--- config.mk ---
export PLATFORM = sky130hd
export DESIGN_NAME = oram_linear_scan
export DESIGN_NICKNAME = d
export VERILOG_FILES = /design/src/rtl/oram_linear_scan.sv
export SDC_FILE = /design/constraint.sdc
export NUM_CORES = 1
export LEC_CHECK = 0
export CAP_MARGIN = 20
export CORE_MARGIN = 2
export CORE_UTILIZATION = 36
export CTS_BUF_LIST = sky130_fd_sc_hd__clkbuf_4 sky130_fd_sc_hd__clkbuf_8 sky130_fd_sc_hd__clkbuf_16
export DETAILED_ROUTE_END_ITERATION = 8
export GPL_TIMING_DRIVEN = 0
export PLACE_DENSITY = 0.77
export SYNTH_ARGS = -nofsm -noshare
export SYNTH_HDL_FRONTEND = slang
export SYNTH_SLANG_ARGS = --single-unit
export TNS_END_PERCENT = 20
--- constraint.sdc ---
create_clock -name clk -period 2.5 [get_ports clk]
set_clock_uncertainty 0.05 [all_clocks]
set_input_delay 0.375 -clock clk [delete_from_list [all_inputs] [get_ports clk]]
set_output_delay 0.375 -clock clk [all_outputs]
set_load 0.05 [all_outputs]
--- src/rtl/oram_linear_scan.sv ---
`default_nettype none
// ============================================================================
// Module  : oram_linear_scan
// Brief   : Linear-scan ORAM controller. Each request reads and rewrites every
//           block 0..N-1 of a 1-cycle-latency single-port RAM in fixed order.
// Revision: 1.0
// ============================================================================
module oram_linear_scan #(
  parameter int ADDR_W      = 4,
  parameter int BLOCK_BYTES = 4
) (
  input  logic                     clk,
  input  logic                     rst,
  input  logic                     req_valid,
  output logic                     req_ready,
  input  logic                     req_write,
  input  logic                     req_dummy,
  input  logic [ADDR_W-1:0]        req_addr,
  input  logic [8*BLOCK_BYTES-1:0] req_wdata,
  output logic                     resp_valid,
  output logic [8*BLOCK_BYTES-1:0] resp_rdata,
  output logic                     mem_en,
  output logic                     mem_we,
  output logic [ADDR_W-1:0]        mem_addr,
  output logic [8*BLOCK_BYTES-1:0] mem_wdata,
  input  logic [8*BLOCK_BYTES-1:0] mem_rdata
);

  localparam int                DATA_W   = 8 * BLOCK_BYTES;
  localparam logic [ADDR_W-1:0] LAST_IDX = {ADDR_W{1'b1}};

  typedef enum logic [1:0] {
    IDLE = 2'd0,
    RD   = 2'd1,
    WR   = 2'd2,
    DONE = 2'd3
  } state_e;

  state_e              state_q;
  logic [ADDR_W-1:0]   idx_q;
  logic                write_q;
  logic                dummy_q;
  logic [ADDR_W-1:0]   addr_q;
  logic [DATA_W-1:0]   wdata_q;
  logic [DATA_W-1:0]   rdata_q;
  logic                w_hit;

  // A dummy pass never matches its target, so it rewrites every block as read.
  assign w_hit = (idx_q == addr_q) && !dummy_q;

  always_ff @(posedge clk or posedge rst) begin
    if (rst) begin
      state_q <= IDLE;
      idx_q   <= '0;
      write_q <= 1'b0;
      dummy_q <= 1'b0;
      addr_q  <= '0;
      wdata_q <= '0;
      rdata_q <= '0;
    end else begin
      case (state_q)
        IDLE: begin
          if (req_valid) begin
            write_q <= req_write;
            dummy_q <= req_dummy;
            addr_q  <= req_addr;
            wdata_q <= req_wdata;
            idx_q   <= '0;
            if (req_dummy) begin
              rdata_q <= '0;
            end
            state_q <= RD;
          end
        end
        RD: begin
          state_q <= WR;
        end
        WR: begin
          if (w_hit) begin
            rdata_q <= mem_rdata;
          end
          if (idx_q == LAST_IDX) begin
            state_q <= DONE;
          end else begin
            idx_q   <= idx_q + ADDR_W'(1);
            state_q <= RD;
          end
        end
        DONE: begin
          state_q <= IDLE;
        end
        default: begin
          state_q <= IDLE;
        end
      endcase
    end
  end

  assign req_ready  = (state_q == IDLE);
  assign resp_valid = (state_q == DONE);
  assign resp_rdata = rdata_q;

  // Address/enable pattern depends only on state and idx, never on the request.
  always_comb begin
    mem_en    = 1'b0;
    mem_we    = 1'b0;
    mem_addr  = '0;
    mem_wdata = '0;
    case (state_q)
      RD: begin
        mem_en   = 1'b1;
        mem_addr = idx_q;
      end
      WR: begin
        mem_en    = 1'b1;
        mem_we    = 1'b1;
        mem_addr  = idx_q;
        mem_wdata = (w_hit && write_q) ? wdata_q : mem_rdata;
      end
      default: begin
        mem_en = 1'b0;
      end
    endcase
  end

endmodule
`default_nettype wire

==> metrics.cfg, run 1 <==
[outcome]
outcome=finished with violations
violations=setup timing

[yosys]
ys_top_cells_by_area=dfrtp_1, mux2_2, mux2i_1
synth_mux_area_share_pct=19.93
synth_area_leader_cell=dfrtp_1
synthAdderAreaFrac_pct=1.336
yosysWarnings=0
synthXorXnorAreaFrac_pct=0.9015
synth-seq-area-share_pct=50.75
synth_top_family_by_area=multiplexers
synth_compound_area_share_pct=10.78
yosys.area_share.simple_pct=11.42
synth_top_area_share_pct=50.75
synth_cells=326
synth.avg_cell_area_sq_um=11.49
syn_area_sq_um=3747
ys_ff_latch=76
ys_types=35
synth_fp_nets=403

[die]
initial_core_util_pct=36.63
num_rows=37
io_pins=145
die_h_um=106.0
coreArea_sq_um=10230
die_w_um=106.0
die_area_sq_um=11240

[clocking]
clock_sinks=76
clockBufferDepth=2
h-tree-depth=3
clkLatencyLatePin_ps=340
cts_tree=yes
numCtsBuffers=9
clk_pin_slew_ps=80
cts_root_buf=clkbuf_8

[timing]
period_share_pct=111.0
tightest_slew_ps=586.8
post-route-min-period_ps=2776
max_freq_ghz=0.3603
tns_ps=-7436
hold_viol=0
worst_slack_ps=-275.7
setup_violations=32
grt_setup_unrepaired=true
relSlewSlack_pct=60.88
maxSlewViolCount=0

[worst_setup_path]
worstRegToRegCells=7
worst_ep_arrival_time_ps=2350
crit_start=addr_q[2]$_DFFE_PP0P_
reg2reg_from=state_q[0]$_DFFE_PP0P_
rrSetupSlack_ps=170
worstPathMaxFanout=5
end_kind=output port
cp.required_ps=2080
crit_end=mem_wdata[8]
reg2reg_to=resp_rdata[6]$_DFFE_PP0P_
start_kind=flop
critPathKind=flop to output port

[global_routing]
grt_pass1_wl_um=17240
antenna_found_initial=0
grt_overflow_total=0
grt_pass1_vias=3384
grt_start_max_net_pins=42
grtUsageTotal_pct=19.47

[flow_run]
max_cap_viol_count=0

[pwr]
power.leakage_nw=2.486
power_density_nw_per_um2=983.9
max-vdd-ir-drop_mv=0.4159

[detailed_routing]
ant_nets=0
vias=3219
viasPerCell=5.110
drtIter0Drc=87
drt-total-wl_um=10680
drc=0
drt_first_pass_iters=5
wire_per_inst_um=16.94

[min_path]
hp-class=primary input to asynchronous set/reset pin

[placed_design]
io_buffer_count=144
place_ws_ps=-864.6
dpl_cell_area_sq_um=5784
place_hpwl_um=7878
gp_congestion=0.7994

[cells_and_area]
area_delta_synth_final_pct=65.24
diodes=0
post-route-cell-area_sq_um=6192
final_layout_size_suffix_gt1_share_pct=31.58
num-nets-final=567
num-fill-cells=867

-- routing by layer --
layer	global-route usage (%)	up-vias	part of all wire [%]
li1	-	1497	-
met1	24.11	1604	43
met2	33.32	107	51
met3	5.150	11	5.2
met4	6.015	0	1.5
met5	0	-	0
-- registers in the layout, indices dropped and copies added (netlist names) --
register / flops
addr_q: 4
write_q: 1
wdata_q: 32
resp_rdata: 32
state_q: 2
idx_q: 4
dummy_q: 1
-- synthesized netlist by cell type, drive strengths merged --
master and number:
mux2i 33, nand3 6, o22ai 1, nor4b 1, a21oi 4, a2111oi 1
nand4 1, mux2 37, or3 1, a41oi 1, a32o 32, and2 4
o21ai 2, nor3 2, or2 1, nor2 3, dfrtp 76, inv 5
o211ai 2, o2bb2ai 1, xor2 1, nand2b 3, nor2b 2, ha 4
clkbuf 15, and3 2, buf 13, nand2 70, xnor2 2
-- worst min-delay path by stage --
stage,depth (start not counted),slack (ps),to,startpoint
2_1_floorplan,1,430,wdata_q[0]$_DFFE_PP0P_,wdata_q[0]$_DFFE_PP0P_
5_1_grt,2,370,resp_rdata[14]$_DFFE_PP0P_,rst
3_5_place_dp,1,440,wdata_q[16]$_DFFE_PP0P_,wdata_q[16]$_DFFE_PP0P_
4_1_cts,2,340,resp_rdata[14]$_DFFE_PP0P_,rst
6_report,2,340,resp_rdata[14]$_DFFE_PP0P_,rst
3_3_place_gp,1,440,wdata_q[24]$_DFFE_PP0P_,wdata_q[24]$_DFFE_PP0P_
-- cells by family after synthesis --
| group | Yosys count |
|---|---|
| buffers and inverters | 33 |
| AO/OA/AOI/OAI | 44 |
| flip-flops | 76 |
| multiplexers | 70 |
| XOR/XNOR | 3 |
| adder cells (fa/ha/maj) | 4 |
| AND/OR/NAND/NOR | 96 |
-- per-stage QoR --
stage / utilization, % / instances / hold WS (ps) / power, mW
global placement: 56.32 / 606 / 437.8 / 4.893
CTS: 59.96 / 627 / 344.7 / 6.121
finish: 60.52 / 630 / 336.8 / 6.092
global route: 60.52 / 630 / 367.8 / 6.435
floorplan: - / 326 / 429.3 / 4.099
detailed placement: 56.54 / 607 / 442.4 / 4.974
-- worst max-delay path, cell delays in order, from the launching register on --
cell and delay (ps):
dfrtp_2 450, xor2_4 190, or3_4 390, nor3_4 120, buf_6 150, buf_12 120, buf_12 140, mux2i_4 240
buf_6 190
-- area by class of cell --
type | instances | area, sq um | area share (%)
buffer | 27 | 177.7 | 2.869
clock buffer | 10 | 131.4 | 2.122
clock inverter | 5 | 77.57 | 1.253
inverter | 5 | 21.27 | 0.3435
multi-input combinational | 217 | 2079 | 33.58
sequential | 76 | 1904 | 30.75
tap | 136 | 170.2 | 2.748
timing repair buffer | 154 | 1630 | 26.33
-- where the power goes --
group	switching (mW)	internal, mW	leakage [nW]	total [mW]
Clock	0.435	0.564	0.106	0.999
Sequential	0.225	1.63	0.970	1.85
Combinational	1.86	1.39	1.41	3.24
-- repair_timing --
item / CTS / global route
endpoints found under the setup margin: 36 / 63
buffers inserted: 4 / 3
cloned: 1 / 1
pin swaps: 2 / 3
gates resized for setup: 242 / 11
hold buffers: 0 / 0
-- placed cells by master, fill, tap and decap left out, types with 4 or more instances in the layout --
cell	n
dfrtp_1	74
nand3_1	6
clkbuf_8	9
clkbuf_2	7
inv_1	4
a32o_1	32
mux2i_4	32
mux2_2	37
nand2_1	69
a21oi_1	4
clkdlybuf4s50_1	108
buf_12	6
dlygate4sd2_1	4
buf_6	33
buf_4	7
clkbuf_1	7
buf_2	6
Power figures use the tool's default switching activity.
==> run 2: changes to the inputs <==
--- a/config.mk
+++ b/config.mk
@@ -6,12 +6,12 @@
 export NUM_CORES = 1
 export LEC_CHECK = 0
 export CAP_MARGIN = 20
-export CORE_MARGIN = 2
+export CORE_MARGIN = 10
 export CORE_UTILIZATION = 36
 export CTS_BUF_LIST = sky130_fd_sc_hd__clkbuf_4 sky130_fd_sc_hd__clkbuf_8 sky130_fd_sc_hd__clkbuf_16
 export DETAILED_ROUTE_END_ITERATION = 8
 export GPL_TIMING_DRIVEN = 0
-export PLACE_DENSITY = 0.77
+export PLACE_DENSITY = 0.73
 export SYNTH_ARGS = -nofsm -noshare
 export SYNTH_HDL_FRONTEND = slang
 export SYNTH_SLANG_ARGS = --single-unit
==> run 2 against run 1 <==
- the flow still finishes with violations (setup timing)
- global-route usage shrank 3.7 points
- design area grew 1.4%
- cell count grew 0.32%
- combinational power grew 3%
- core utilization grew 0.86 points
- via count grew 1.0%
- clock power grew 17%
- largest cell class unchanged
==> metrics.cfg, run 2 (synthesis gave the netlist of run 1 again) <==
[clocking]
h-tree-depth=3  ; unchanged
cts_root_buf=clkbuf_8
clock_sinks=76  ; unchanged
numCtsBuffers=9  ; unchanged
postCtsHoldBufs=0  ; unchanged
clkLatencyLatePin_ps=340  ; about the same
clockBufferDepth=2  ; unchanged
clk_pin_slew_ps=80  ; about the same
cts_tree=yes

[global_routing]
grt_overflow_total=0  ; unchanged
grt_use_met2_pct=26.68  ; -6.6 points
grt_start_max_net_pins=40  ; -4.8%
met3_usage_pct=4.995  ; -0.15 points
grt_util_met1_pct=18.71  ; -5.4 points
grt_pass1_wl_um=18590  ; +7.8%
grt_busiest_layer=met2
grtUsageTotal_pct=15.78  ; -3.7 points
grt_pass1_vias=3482  ; +2.9%
antenna_found_initial=0  ; unchanged

[cells_and_area]
mostFrequentLayoutCells=clkdlybuf4s50_1, dfrtp_1, nand2_1
diodes=0  ; unchanged
num-nets-final=568  ; +0.18%
num-fill-cells=848  ; -2.2%
post-route-cell-area_sq_um=6280  ; +1.4%
layout_commonest_cell=clkdlybuf4s50_1
seq_area_sq_um=1903  ; about the same
final_layout_size_suffix_gt1_share_pct=32.06  ; +0.48 points
fin_util_pct=61.38  ; +0.86 points
area_delta_synth_final_pct=67.58
multi_input_area_sq_um=2087  ; +0.36%

[worst_setup_path]
cp_num_buf_inv=3  ; -1
critPathKind=flop to output port
start_kind=flop
reg2reg_from=state_q[0]$_DFFE_PP0P_
slowest_stage=dfrtp_2
cp_slowest_stage_delay_ps=440  ; about the same
crit_start=addr_q[2]$_DFFE_PP0P_
end_kind=output port
cp.required_ps=2080  ; about the same
worstPathMaxFanout=7  ; +2
cp_top_family=simple AND/OR/NAND/NOR gates
worst_ep_arrival_time_ps=2360  ; about the same
crit_chain=xor2_4 -> or3_4 -> nor3_4 -> buf_12 -> clkbuf_16 -> mux2i_4 -> buf_6

[pwr]
power.leakage_nw=2.528  ; +1.7%
max-vdd-ir-drop_mv=0.4718  ; +13%
power_density_nw_per_um2=1013  ; +2.9%

[placed_design]
gp_congestion=0.8134  ; +1.8%
io_buffer_count=144  ; unchanged
place_ws_ps=-862.7  ; +1.909 ps
place_hpwl_um=9029  ; +15%
dpl_cell_area_sq_um=5784  ; unchanged

[die]
io_pins=145  ; unchanged
die_area_sq_um=14890  ; +32%
initial_core_util_pct=36.63  ; unchanged
die_h_um=122.0  ; +15%
die_w_um=122.0  ; +15%
num_rows=37  ; unchanged
coreArea_sq_um=10230  ; unchanged

[detailed_routing]
vias=3252  ; +1.0%
drt_first_pass_iters=4  ; -1
ant_nets=0  ; unchanged
drc=0  ; unchanged
wire_per_inst_um=19.08  ; +13%
drtIter0Drc=153  ; +76%
drt-total-wl_um=12060  ; +13%
viasPerCell=5.146  ; +0.71%

[outcome]
violations=setup timing
outcome=finished with violations

[timing]
maxSlewViolCount=0  ; unchanged
setup_violations=32  ; unchanged
period_share_pct=111.3  ; +0.28 points
tightest_slew_ps=576.9  ; -9.928 ps
post-route-min-period_ps=2783  ; +6.915 ps
hold_viol=0  ; unchanged
relSlewSlack_pct=61.54  ; +0.66 points
tns_ps=-7749  ; -313.5 ps
max_freq_ghz=0.3594  ; -0.25%
worst_slack_ps=-282.6  ; -6.915 ps
grt_setup_unrepaired=true

[min_path]
hp-class=primary input to asynchronous set/reset pin

[flow_run]
max_cap_viol_count=0  ; unchanged

-- run 2: routing by layer --
layer	vias up	share of wire (%)
met4	0	0.95
met1	1635	41
met5	-	0
li1	1503	-
met2	105	50
met3	9	7.6
-- run 2: worst reg2reg max path: stages, from the launching register on --
cell,delay (ps)
dfrtp_1,410
inv_1,120
ha_2,260
nand3_1,190
a2111oi_2,480
nand2_2,180
buf_2,240
a32o_1,270
-- run 2: worst paths after layout --
check,to,slack [ps],cells past startpoint
setup / recovery,mem_wdata[26],-280,7
hold / removal,wdata_q[21]$_DFFE_PP0P_,380,2
setup reg to reg,resp_rdata[4]$_DFFE_PP0P_,190,7
hold reg to reg,wdata_q[28]$_DFFE_PP0P_,460,1
max in group asynchronous,addr_q[2]$_DFFE_PP0P_,1420,3
min in group clk,wdata_q[28]$_DFFE_PP0P_,460,1
-- run 2: timing repair --
| action | in CTS | in global routing |
|---|---|---|
| cloned | 1 | 2 |
| pin swaps | 1 | 1 |
| resized for setup | 241 | 13 |
| endpoints found under the setup margin | 36 | 62 |
| endpoints found under the hold margin | 0 | 0 |
| setup buffers | 6 | 1 |
-- run 2: final cells by class --
| type | instances | area share, % |
|---|---|---|
| multi-input cells | 217 | 33.23 |
| flip-flops and latches | 76 | 30.30 |
| repair buffers | 155 | 26.10 |
| plain buffers | 27 | 3.268 |
| well taps | 136 | 2.710 |
| clock buffers | 12 | 2.530 |
| clock inverters | 4 | 1.514 |
| inverters | 5 | 0.3387 |
-- run 2: per-stage QoR --
stage               hold WS [ps]  instances  total power, mW
floorplan                  429.3        326            4.099
CTS                        381.4        630            6.335
finish                     382.6        632            6.358
detailed placement         443.3        607            5.001
global placement           438.2        606            4.928
global route               395.1        632            6.695
-- run 2: power by group --
| group | total, mW | switching (mW) | internal (mW) | leakage [nW] |
|---|---|---|---|---|
| clock network | 1.17 | 0.443 | 0.728 | 0.130 |
| registers | 1.86 | 0.231 | 1.63 | 0.972 |
| logic | 3.33 | 1.90 | 1.43 | 1.43 |
==> run 3: changes to the inputs <==
--- a/config.mk
+++ b/config.mk
@@ -7,11 +7,11 @@
 export LEC_CHECK = 0
 export CAP_MARGIN = 20
 export CORE_MARGIN = 10
-export CORE_UTILIZATION = 36
+export CORE_UTILIZATION = 33
 export CTS_BUF_LIST = sky130_fd_sc_hd__clkbuf_4 sky130_fd_sc_hd__clkbuf_8 sky130_fd_sc_hd__clkbuf_16
 export DETAILED_ROUTE_END_ITERATION = 8
-export GPL_TIMING_DRIVEN = 0
-export PLACE_DENSITY = 0.73
+export GPL_TIMING_DRIVEN = 1
+export PLACE_DENSITY = 0.68
 export SYNTH_ARGS = -nofsm -noshare
 export SYNTH_HDL_FRONTEND = slang
 export SYNTH_SLANG_ARGS = --single-unit
==> run 3 against run 2 <==
- the run still ends with setup timing left
- non-clock buffer count shrank 17
- sequential power is essentially flat
- sequential cell count is the same
- routed wire length is essentially flat
- register-to-register slack is essentially flat
- maximum frequency grew 2.9%
- via count shrank 3.0%
- critical endpoint is now mem_wdata[16]
- highest routed layer unchanged
==> metrics.cfg, run 3 (synthesis gave the netlist of run 1 again) <==
[timing]
post-route-min-period_ps=2705  ; -77.36 ps
max_freq_ghz=0.3696  ; +2.9%
worst_slack_ps=-205.3  ; +77.36 ps
hold_ws_ps=372.7  ; -9.929 ps
tightest_slew_ps=692.7  ; +115.8 ps
grt_setup_unrepaired=true
period_share_pct=108.2  ; -3.1 points
maxSlewViolCount=0  ; unchanged
setup_violations=32  ; unchanged
tns_ps=-5439  ; +2310 ps
relSlewSlack_pct=53.82  ; -7.7 points
hold_viol=0  ; unchanged

[cells_and_area]
diodes=0  ; unchanged
final_layout_size_suffix_gt1_share_pct=31.73  ; -0.32 points
layout_commonest_cell=clkdlybuf4s50_1
mostFrequentLayoutCells=clkdlybuf4s50_1, dfrtp_1, nand2_1
fin_util_pct=59.83  ; -1.5 points
num-nets-final=551  ; -3.0%
num-fill-cells=894  ; +5.4%
area_delta_synth_final_pct=75.36
multi_input_area_sq_um=2068  ; -0.90%
seq_area_sq_um=1902  ; about the same

[detailed_routing]
vias=3156  ; -3.0%
wire_per_inst_um=19.47  ; +2.0%
drc=0  ; unchanged
drt_first_pass_iters=4  ; unchanged
ant_nets=0  ; unchanged
viasPerCell=5.099  ; -0.91%
drtIter0Drc=193  ; +26%
drt-total-wl_um=12050  ; about the same

[worst_setup_path]
worst_ep_arrival_time_ps=2280  ; -80 ps
end_kind=output port
cp_top_family=buffers and inverters
cp_slowest_stage_delay_ps=400  ; -40 ps
worstPathMaxFanout=5  ; -2
cp_num_buf_inv=4  ; +1
start_kind=flop
rrSetupSlack_ps=180  ; about the same
cp.required_ps=2080  ; about the same
crit_chain=xor2_2 -> or3_4 -> nor3_4 -> buf_4 -> buf_6 -> buf_12 -> mux2i_4 -> buf_12
crit_path_frequent_cell=buf_12
reg2reg_to=resp_rdata[12]$_DFFE_PP0P_
worstRegToRegCells=7  ; unchanged
reg2reg_from=state_q[0]$_DFFE_PP0P_
slowest_stage=dfrtp_1
critPathKind=flop to output port

[die]
die_h_um=126.6  ; +3.7%
die_area_sq_um=16020  ; +7.6%
coreArea_sq_um=10980  ; +7.3%
num_rows=38  ; +2.7%
die_w_um=126.6  ; +3.7%
initial_core_util_pct=34.12  ; -2.5 points
io_pins=145  ; unchanged

[placed_design]
io_buffer_count=144  ; unchanged
place_ws_ps=48.59  ; +911.3 ps
gp_congestion=0.7978  ; -1.9%
place_hpwl_um=8949  ; -0.88%

[global_routing]
grt_pass1_vias=3421  ; -1.8%
grt_start_max_net_pins=75  ; +88%
grt_pass1_wl_um=19030  ; +2.4%
grt_overflow_total=0  ; unchanged
grtUsageTotal_pct=14.81  ; -0.97 points
antenna_found_initial=0  ; unchanged

[clocking]
clk_pin_slew_ps=60  ; -20 ps
cts_tree=yes
clockBufferDepth=2  ; unchanged
clkLatencyLatePin_ps=320  ; -20 ps
h-tree-depth=3  ; unchanged
numCtsBuffers=9  ; unchanged
cts_root_buf=clkbuf_16
clock_sinks=76  ; unchanged
postCtsHoldBufs=0  ; unchanged

[min_path]
hp-class=primary input to asynchronous set/reset pin

[pwr]
max-vdd-ir-drop_mv=0.5305  ; +12%
power.leakage_nw=2.593  ; +2.6%
power_density_nw_per_um2=1038  ; +2.5%

[flow_run]
max_cap_viol_count=0  ; unchanged

[outcome]
outcome=finished with violations
violations=setup timing

==> run 3: cell count changes in the layout (fill, tap and decap cells not counted), moves of 6 or more <==
cell       before  now
buf_12          2   38
buf_6          32    1
clkbuf_16       2   10
clkbuf_8       11    3
clkbuf_1        7    0
buf_4           9   15
clkbuf_2        6    0
==> run 3: per-stage QoR <==
stage / power [mW] / instances / cell area, sq um
global placement: 5.267 / 595 / 6098
global route: 7.172 / 619 / 6571
finish: 6.821 / 619 / 6571
floorplan: 4.099 / 326 / 4150
CTS: 6.899 / 618 / 6544
detailed placement: 5.353 / 595 / 6098
==> run 3: how the worst max path moves through the flow <==
stage,slack (ps),from,endpoint,cells after the start
6_report,-210,addr_q[2]$_DFFE_PP0P_,mem_wdata[16],8
3_5_place_dp,50,addr_q[2]$_DFFE_PP0P_,mem_wdata[16],6
4_1_cts,-270,addr_q[2]$_DFFE_PP0P_,mem_wdata[19],7
5_1_grt,-320,addr_q[2]$_DFFE_PP0P_,mem_wdata[16],8
2_1_floorplan,-70,idx_q[2]$_DFFE_PP0P_,mem_wdata[10],6
3_3_place_gp,120,addr_q[2]$_DFFE_PP0P_,mem_wdata[5],6
==> run 3: repair_timing <==
| action | in CTS | in global routing |
|---|---|---|
| gates cloned | 2 | 1 |
| setup endpoints to repair | 32 | 34 |
| gates resized for setup | 4 | 1 |
| setup buffers | 5 | 0 |
==> run 3: area by class of cell <==
class	count	area share, %
Clock buffer	13	4.170
Clock inverter	3	1.028
Inverter	5	0.2856
Multi-Input combinational cell	217	31.47
Sequential cell	76	28.94
Tap cell	140	2.666
Timing Repair Buffer	165	31.44
==> run 3: metal layers <==
| layer | vias up | track usage [%] | share of wire (%) |
|---|---|---|---|
| met5 | - | 0 | 0 |
| met4 | 0 | 4.689 | 1.4 |
| met3 | 13 | 5.498 | 8.4 |
| met2 | 110 | 25.36 | 50 |
| met1 | 1561 | 16.71 | 40 |
| li1 | 1472 | - | - |
==> run 3: worst reg2reg max path: cells and delay by family (launching register included) <==
family                   cells  cell delay (ps)
AO/OA/AOI/OAI                2              730
flip-flops                   1              400
buffers and inverters        2              360
AND/OR/NAND/NOR              2              340
adder cells (fa/ha/maj)      1              320
==> run 3: where the power goes <==
group / switching (mW) / internal, mW / leakage (nW)
clock network: 0.481 / 0.967 / 0.165
logic: 1.91 / 1.61 / 1.45
registers: 0.231 / 1.63 / 0.973
total: 2.62 / 4.20 / 2.59
